--- config.mk ---
export PLATFORM = sky130hd
export DESIGN_NAME = wb_stage_ex
export DESIGN_NICKNAME = d
export VERILOG_FILES = /design/src/rtl/wb_stage_ex.sv
export SDC_FILE = /design/constraint.sdc
export NUM_CORES = 1
export LEC_CHECK = 0
export ABC_CLOCK_PERIOD_IN_PS = 11800
export BUFFER_PORTS_ARGS = -buffer_cell sky130_fd_sc_hd__buf_4
export CAP_MARGIN = 20
export CORE_MARGIN = 4
export CORE_UTILIZATION = 53
export DETAILED_ROUTE_END_ITERATION = 16
export PLACE_DENSITY = 0.82
export RECOVER_POWER = 50
export SLEW_MARGIN = 20
export SYNTH_ARGS = -nofsm -noshare
export SYNTH_HDL_FRONTEND = slang
export SYNTH_SLANG_ARGS = --single-unit
--- constraint.sdc ---
create_clock -name clk -period 11.8 [get_ports clk]
set_input_delay 0.59 -clock clk [delete_from_list [all_inputs] [get_ports clk]]
set_output_delay 0.59 -clock clk [all_outputs]
set_load 0.02 [all_outputs]
--- src/rtl/wb_stage_ex.sv ---
// -----------------------------------------------------------------------------
// wb_stage_ex
// MEM/WB pipeline register and writeback unit.
// The stage register captures the memory-stage result each cycle. It can hold
// (stall) or be emptied (flush). Load data is aligned and extended after the
// register. GPR writes to $0 are suppressed, and so are writes from illegal or
// misaligned loads. The unit also counts retired instructions.
//
// Ports
//   clk, rst           clock (rising edge), asynchronous active-high reset
//   stall_i, flush_i   hold / invalidate the stage (flush has priority)
//   mem_*              memory-stage instruction fields captured by the register
//   we_o, wAddr_o,     GPR write port
//   wData_o
//   hi_we_o, lo_we_o,  HI/LO write port
//   hi_o, lo_o
//   align_err_o        registered load is misaligned or of an illegal type
//   retired_o          count of instructions that have left the stage (wraps)
// -----------------------------------------------------------------------------
module wb_stage_ex #(
   parameter  int DATA_W = 32,
   parameter  int REG_AW = 5,
   parameter  int CNT_W  = 32,
   localparam int OFF_W  = $clog2(DATA_W / 8)
) (
   input  logic              clk,
   input  logic              rst,
   input  logic              stall_i,
   input  logic              flush_i,
   input  logic              mem_valid_i,
   input  logic              mem_regWr_i,
   input  logic [REG_AW-1:0] mem_regAddr_i,
   input  logic              mem_memToReg_i,
   input  logic [DATA_W-1:0] mem_aluData_i,
   input  logic [DATA_W-1:0] mem_rdata_i,
   input  logic [2:0]        mem_loadType_i,
   input  logic [OFF_W-1:0]  mem_byteOff_i,
   input  logic [1:0]        mem_hiloWr_i,
   input  logic [DATA_W-1:0] mem_hi_i,
   input  logic [DATA_W-1:0] mem_lo_i,
   output logic              we_o,
   output logic [REG_AW-1:0] wAddr_o,
   output logic [DATA_W-1:0] wData_o,
   output logic              hi_we_o,
   output logic              lo_we_o,
   output logic [DATA_W-1:0] hi_o,
   output logic [DATA_W-1:0] lo_o,
   output logic              align_err_o,
   output logic [CNT_W-1:0]  retired_o
);

   typedef enum logic [2:0] {
      LT_LB  = 3'd0,
      LT_LBU = 3'd1,
      LT_LH  = 3'd2,
      LT_LHU = 3'd3,
      LT_LW  = 3'd4,
      LT_LWU = 3'd5,
      LT_LD  = 3'd6,
      LT_RSV = 3'd7
   } load_t;

   // Stage register
   logic              r_valid;
   logic              r_regWr;
   logic [REG_AW-1:0] r_regAddr;
   logic              r_memToReg;
   logic [DATA_W-1:0] r_aluData;
   logic [DATA_W-1:0] r_rdata;
   load_t             r_loadType;
   logic [OFF_W-1:0]  r_byteOff;
   logic [1:0]        r_hiloWr;
   logic [DATA_W-1:0] r_hi;
   logic [DATA_W-1:0] r_lo;
   logic [CNT_W-1:0]  r_retired;

   // Load alignment
   logic [DATA_W-1:0] w_shifted;
   logic [DATA_W-1:0] w_mask;
   logic              w_sign;
   logic              w_bad;
   logic [DATA_W-1:0] w_load;
   logic              w_alignErr;

   always_ff @(posedge clk or posedge rst) begin
      if (rst) begin
         r_valid    <= 1'b0;
         r_regWr    <= 1'b0;
         r_regAddr  <= '0;
         r_memToReg <= 1'b0;
         r_aluData  <= '0;
         r_rdata    <= '0;
         r_loadType <= LT_LB;
         r_byteOff  <= '0;
         r_hiloWr   <= '0;
         r_hi       <= '0;
         r_lo       <= '0;
      end else if (flush_i) begin
         // Only valid matters for an empty stage; the payload is left as is.
         r_valid <= 1'b0;
      end else if (!stall_i) begin
         r_valid    <= mem_valid_i;
         r_regWr    <= mem_regWr_i;
         r_regAddr  <= mem_regAddr_i;
         r_memToReg <= mem_memToReg_i;
         r_aluData  <= mem_aluData_i;
         r_rdata    <= mem_rdata_i;
         r_loadType <= load_t'(mem_loadType_i);
         r_byteOff  <= mem_byteOff_i;
         r_hiloWr   <= mem_hiloWr_i;
         r_hi       <= mem_hi_i;
         r_lo       <= mem_lo_i;
      end
   end

   // An instruction leaves the stage when it is not held, or when it is flushed.
   always_ff @(posedge clk or posedge rst) begin
      if (rst) begin
         r_retired <= '0;
      end else if (r_valid && (!stall_i || flush_i)) begin
         r_retired <= r_retired + 1'b1;
      end
   end

   // Shift the addressed lane down to bit 0. Then keep the lane width with a
   // mask and fill the bits above it with the sign bit or with zeros. Using a
   // mask avoids a zero-width replication for word loads when DATA_W is 32.
   assign w_shifted = r_rdata >> {r_byteOff, 3'b000};

   always_comb begin
      w_mask = '1;
      w_sign = 1'b0;
      w_bad  = 1'b0;
      case (r_loadType)
         LT_LB: begin
            w_mask = DATA_W'(8'hFF);
            w_sign = w_shifted[7];
         end
         LT_LBU: begin
            w_mask = DATA_W'(8'hFF);
         end
         LT_LH: begin
            w_mask = DATA_W'(16'hFFFF);
            w_sign = w_shifted[15];
            w_bad  = r_byteOff[0];
         end
         LT_LHU: begin
            w_mask = DATA_W'(16'hFFFF);
            w_bad  = r_byteOff[0];
         end
         LT_LW: begin
            w_mask = DATA_W'(32'hFFFF_FFFF);
            w_sign = w_shifted[31];
            w_bad  = (r_byteOff[1:0] != 2'b00);
         end
         LT_LWU: begin
            w_mask = DATA_W'(32'hFFFF_FFFF);
            w_bad  = (r_byteOff[1:0] != 2'b00);
         end
         LT_LD: begin
            w_bad = (DATA_W != 64) || (r_byteOff != '0);
         end
         default: begin
            w_bad = 1'b1;
         end
      endcase
   end

   assign w_load     = (w_shifted & w_mask) | (w_sign ? ~w_mask : '0);
   assign w_alignErr = r_valid & r_memToReg & w_bad;

   assign align_err_o = w_alignErr;
   assign wAddr_o     = r_regAddr;
   assign wData_o     = r_memToReg ? w_load : r_aluData;
   assign we_o        = r_valid & r_regWr & (r_regAddr != '0) & ~w_alignErr;
   assign hi_we_o     = r_valid & r_hiloWr[1];
   assign lo_we_o     = r_valid & r_hiloWr[0];
   assign hi_o        = r_hi;
   assign lo_o        = r_lo;
   assign retired_o   = r_retired;

endmodule

After elaboration in Yosys (flattened, before gate mapping) --
Cells that the tools add are included.
Storage, ports and cells: flip-flop bits (word level) 175, bits of input ports 147, output and inout bits 137, word-level logic and storage cells 50
Cells by class: add/sub/neg operators 1, eq/ne operators 6, shifts and indexed selects 1, muxes and demuxes 7, bitwise gates (word level) 13, reductions and logical operators 10
Operators by type and width (number):
- $mux 32 | 2
- $pmux 32 s2 | 1
- $add 32x1->32 const B | 1
- $and 32x32->32 | 1
- $not 32->32 | 1
- $or 32x32->32 | 1
- $shr 32x5->32 | 1
- $and 1x1->1 | 7
- $eq 3x2->1 const B | 2
- $eq 3x3->1 const B | 2
- $pmux 1 s3 | 2
- $reduce_or 2->1 | 3
- $reduce_bool 5->1 | 1
- $eq 3x1->1 const B | 1
- $logic_not 3->1 | 1
- $not 1->1 | 3
- $mux 1 | 2
- $ne 2x1->1 const B | 1
- $reduce_and 2->1 | 1
- $reduce_bool 2->1 | 1
- $logic_and 1x1->1 | 1
- $logic_not 1->1 | 1
- $logic_or 1x1->1 | 1

Depth between registers and ports, before layout --
depth after elaboration 7, depth in mapped cells 7, gate-level depth less buffers 5

Worst setup path after synthesis --
OpenSTA, ideal clock, no wires.
path type flip-flop to output port, start point register r_byteOff[0], end point output wData_o[30], data arrival time 1.844 ns, required time 11.210 ns, path slack 9.366 ns, stages on the path, launching flop included 8, path buffers 2, cell sequence dfrtp_1 buf_6 nor3b_2 a211o_1 o211ai_2 and2_4 buf_6 a21oi_1
Between the ends: word-level cells in the longest chain between the ends 5, elaborated cells on any way between the ends 6, those cells by class 1 x shift; 3 x mux; 2 x bitwise
Ends and longest elaborated chain:
- from (decl) | RTL line 71 | logic [OFF_W-1:0] r_byteOff;
- from (signal assigned) | RTL line 109 | r_byteOff <= mem_byteOff_i;
- $shr 32x5->32 (*) | RTL line 128 | assign w_shifted = r_rdata >> {r_byteOff, 3'b000};
- $pmux 1 s3 | RTL line 134 | case (r_loadType)
- $mux 32 | RTL line 169 | assign w_load = (w_shifted & w_mask) | (w_sign ? ~w_mask : '0);
- $or 32x32->32 (*) | RTL line 169
- $mux 32 (*) | RTL line 174 | assign wData_o = r_memToReg ? w_load : r_aluData;
- to (decl) | RTL line 43 | output logic [DATA_W-1:0] wData_o,
Mark *: on every way between the ends. The rest lies on a longest branch, timed or not.

Worst setup path in the final report --
start point input stall_i, end point register r_lo[25] (netlist: lo_o[25])
Between the ends: word-level cells in the longest chain between the ends 2
Ends and longest elaborated chain:
- from (decl) | RTL line 28 | input logic stall_i,
- $not 1->1 (no line)
- $reduce_and 2->1 (no line)
- to (signal assigned) | RTL line 112 | r_lo <= mem_lo_i;
- to (decl) | RTL line 74 | logic [DATA_W-1:0] r_lo;
No other way between the ends. A chain may end at the register's enable or synchronous reset.

==> flow_summary.toml <==
[timing]
relSlewSlack_pct = -159
period_share_pct = 36.7
max_freq_mhz = 231
tightest_slew_ns = 3.87
setup_viol = 0
hold_viol_final = 0
grt_setup_unrepaired = "false"
fin_skew_ns = 0.00516
final_max_slew_viol_count = 123
layout_min_cycle_time_ns = 4.33
setup_tns_ns = 0

[logic_synthesis]
syn_area_per_cell_sq_um = 12.8
ys_ff_latch = 175
ys_async_sr_fraction_pct = 100
yosys_warnings = 0
syn-cell-area_sq_mm = 0.00768
seq_area_frac_synth_pct = 57.0
synth_area_leaders = "dfrtp_1, mux2_2, mux2i_1, xnor2_1, nand2_1"
syn_nets = 749
yosysUniqueCellTypes = 38
ys_dominant_reg_cell = "dfrtp_1"
syn-instance-count = 601
synth_top_area_share_pct = 57.0
synth_edf_count = 0
synth_area_leader_cell = "dfrtp_1"

[critical_path]
path_max_fanout = 57
reg2reg_slack_ns = 9.75
path_class = "in2reg"
endpoint_kind = "flip-flop"
worstRegToRegCells = 2
r2r_end = "r_byteOff[0]"
arrival_ns = 4.64
required_ns = 12.11
cp-start-kind = "input pin"
r2r-start = "r_byteOff[0]"

[placed_design]
dp_hpwl_microns = 16300
gp_congestion = 0.876
portBuffers = 283

[pwr]
pwr-share-seq_pct = 41.9
switching_share_pct = 31.9
irDropWorstVdd_uv = 113
switchingPower_uw = 570
pwr_density_cell_mw_per_mm2 = 176
p_int_uw = 1220
pwr-share-comb_pct = 24.9
finalPower_uw = 1790
clockPowerShare_pct = 33.2
leakage_uw = 0.00458

[routing]
antenna_left = 0
totalWireLength_microns = 22100
drt_iter0_markers = 293
drtPass1Iterations = 4
drcViolationCount = 0
via_per_inst = 5.50
wl_per_cell_microns = 20.6
vias = 5882

[global_routing]
grt_max_degree = 89
grt_pass1_vias = 6335
grt-ovfl-total = 0
grt_use_met2_pct = 43.4
gr-usage-met3_pct = 6.77
grtUsageMet1_pct = 33.9
grt-busiest-layer = "met2"
antenna_found_initial = 0
grt_pass1_wl_microns = 33900
track_usage_pct = 26.7

[min_path]
min_path_type = "in2reg"
hp-start = "flush_i"
min_path_cells = 2
whs_endpoint = "r_valid"

[cts]
cts.sinks = 175
clk_latency_ns = 0.42
clock_path_buffers = 2
ctsHtreeMaxLevel = 4
cts_tree = "built"
clk_pin_slew_ns = 0.07
cts_resized = 0
postCtsSetupBuffers = 0
cts_hold_buf = 0
cts_buffers = 17
cts-root-buf = "clkbuf_16"

[final_layout]
fillers = 1034
diodes = 0
nets = 1024
final_common_cell = "buf_4"
syn_to_final_growth_pct = 32.3
final_util_pct = 72.4
mostFrequentLayoutCells = "buf_4, dfrtp_1, mux2_2"
drive_above_1_share_pct = 42.1

[run_status]
outcome = "finished with violations"
violations = "max-capacitance violations, max-slew violations"

[floorplan]
start_util_pct = 54.7
die-area_sq_mm = 0.0165
num_io_pins = 284
core_area_sq_mm = 0.0140
die_h_microns = 128
die_w_microns = 128
fp-row-count = 43

[job]
maxCapViolations = 2
==> cells in the mapped netlist (2+ instances only) <==
| cell | instances |
|---|---|
| dfrtp_1 | 175 |
| mux2_2 | 144 |
| nand2_1 | 52 |
| nor2_1 | 40 |
| xnor2_1 | 24 |
| mux2i_1 | 23 |
| clkbuf_1 | 18 |
| a21oi_1 | 17 |
| nand3_1 | 12 |
| buf_2 | 10 |
| nand4_1 | 10 |
| o21ai_0 | 9 |
| nor2b_1 | 8 |
| o22a_1 | 8 |
| a31o_2 | 7 |
| xor2_1 | 7 |
| and3_1 | 5 |
| inv_1 | 4 |
| and2_1 | 3 |
| and4_1 | 3 |
| nand2b_1 | 3 |
| buf_6 | 2 |
| o211ai_1 | 2 |
==> cell families (layout without fill, tap and decap cells) <==
| family | Yosys count | count (layout) | synth area share [%] |
|---|---|---|---|
| flip-flops | 175 | 175 | 57.0 |
| multiplexers | 168 | 168 | 24.4 |
| AND/OR/NAND/NOR | 143 | 143 | 8.68 |
| AO/OA/AOI/OAI | 47 | 47 | 4.09 |
| buffers and inverters | 36 | 324 | 2.12 |
| XOR/XNOR | 31 | 31 | 3.53 |
| adder cells (fa/ha/maj) | 1 | 1 | 0.163 |
==> power groups by stage <==
stage	combinational (uW)	sequential, uW	clock [uW]
floorplan	232	787	0
global placement	473	753	0
detailed placement	483	758	0
CTS	485	749	603
global route	477	760	628
finish	444	750	594
==> flip-flops by register name, summed over array words and instances (netlist names) <==
register / cells
hi_o: 32
lo_o: 32
r_aluData: 32
r_rdata: 32
retired_o: 32
wAddr_o: 5
r_loadType: 3
r_byteOff: 2
r_hiloWr: 2
r_memToReg: 1
r_regWr: 1
r_valid: 1
==> critical path, stage by stage <==
cell      delay [ns]
clkbuf_1        0.11
nor2_1          1.96
buf_4           0.81
buf_4           0.70
mux2_2          0.42
==> per-layer routing <==
layer	part of all wire [%]	vias up	wire length [microns]
met5	0	-	0
li1	-	2652	-
met2	50	269	11100
met4	3.5	0	781
met1	38	2909	8310
met3	8.3	52	1830
==> worst max path at each step <==
stage                 start             to
2_1_floorplan           rst        hi_o[0]
5_1_grt             stall_i  r_aluData[15]
3_3_place_gp        stall_i  r_aluData[26]
4_1_cts        r_byteOff[1]    wData_o[23]
3_5_place_dp        stall_i       lo_o[25]
6_report            stall_i       lo_o[25]
==> through the flow <==
stage	hold slack (ns)	setup WS, ns	cells	area [sq um]
floorplan	0.473	6.46	601	7680
global placement	0.463	8.44	1037	9930
detailed placement	0.485	8.35	1037	9930
CTS	0.339	8.02	1069	10600
global route	0.377	7.18	1069	10200
finish	0.378	7.47	1069	10200
==> final cells by class <==
| class | instances | area, sq um | area share [%] |
|---|---|---|---|
| clock inverters | 15 | 203 | 1.99 |
| well taps | 180 | 225 | 2.22 |
| clock buffers | 17 | 425 | 4.19 |
| inverters | 5 | 20.0 | 0.197 |
| repair buffers | 287 | 1770 | 17.4 |
| multi-input cells | 390 | 3140 | 30.9 |
| flip-flops and latches | 175 | 4380 | 43.1 |
Note: power is estimated with default switching activity, not from simulation.
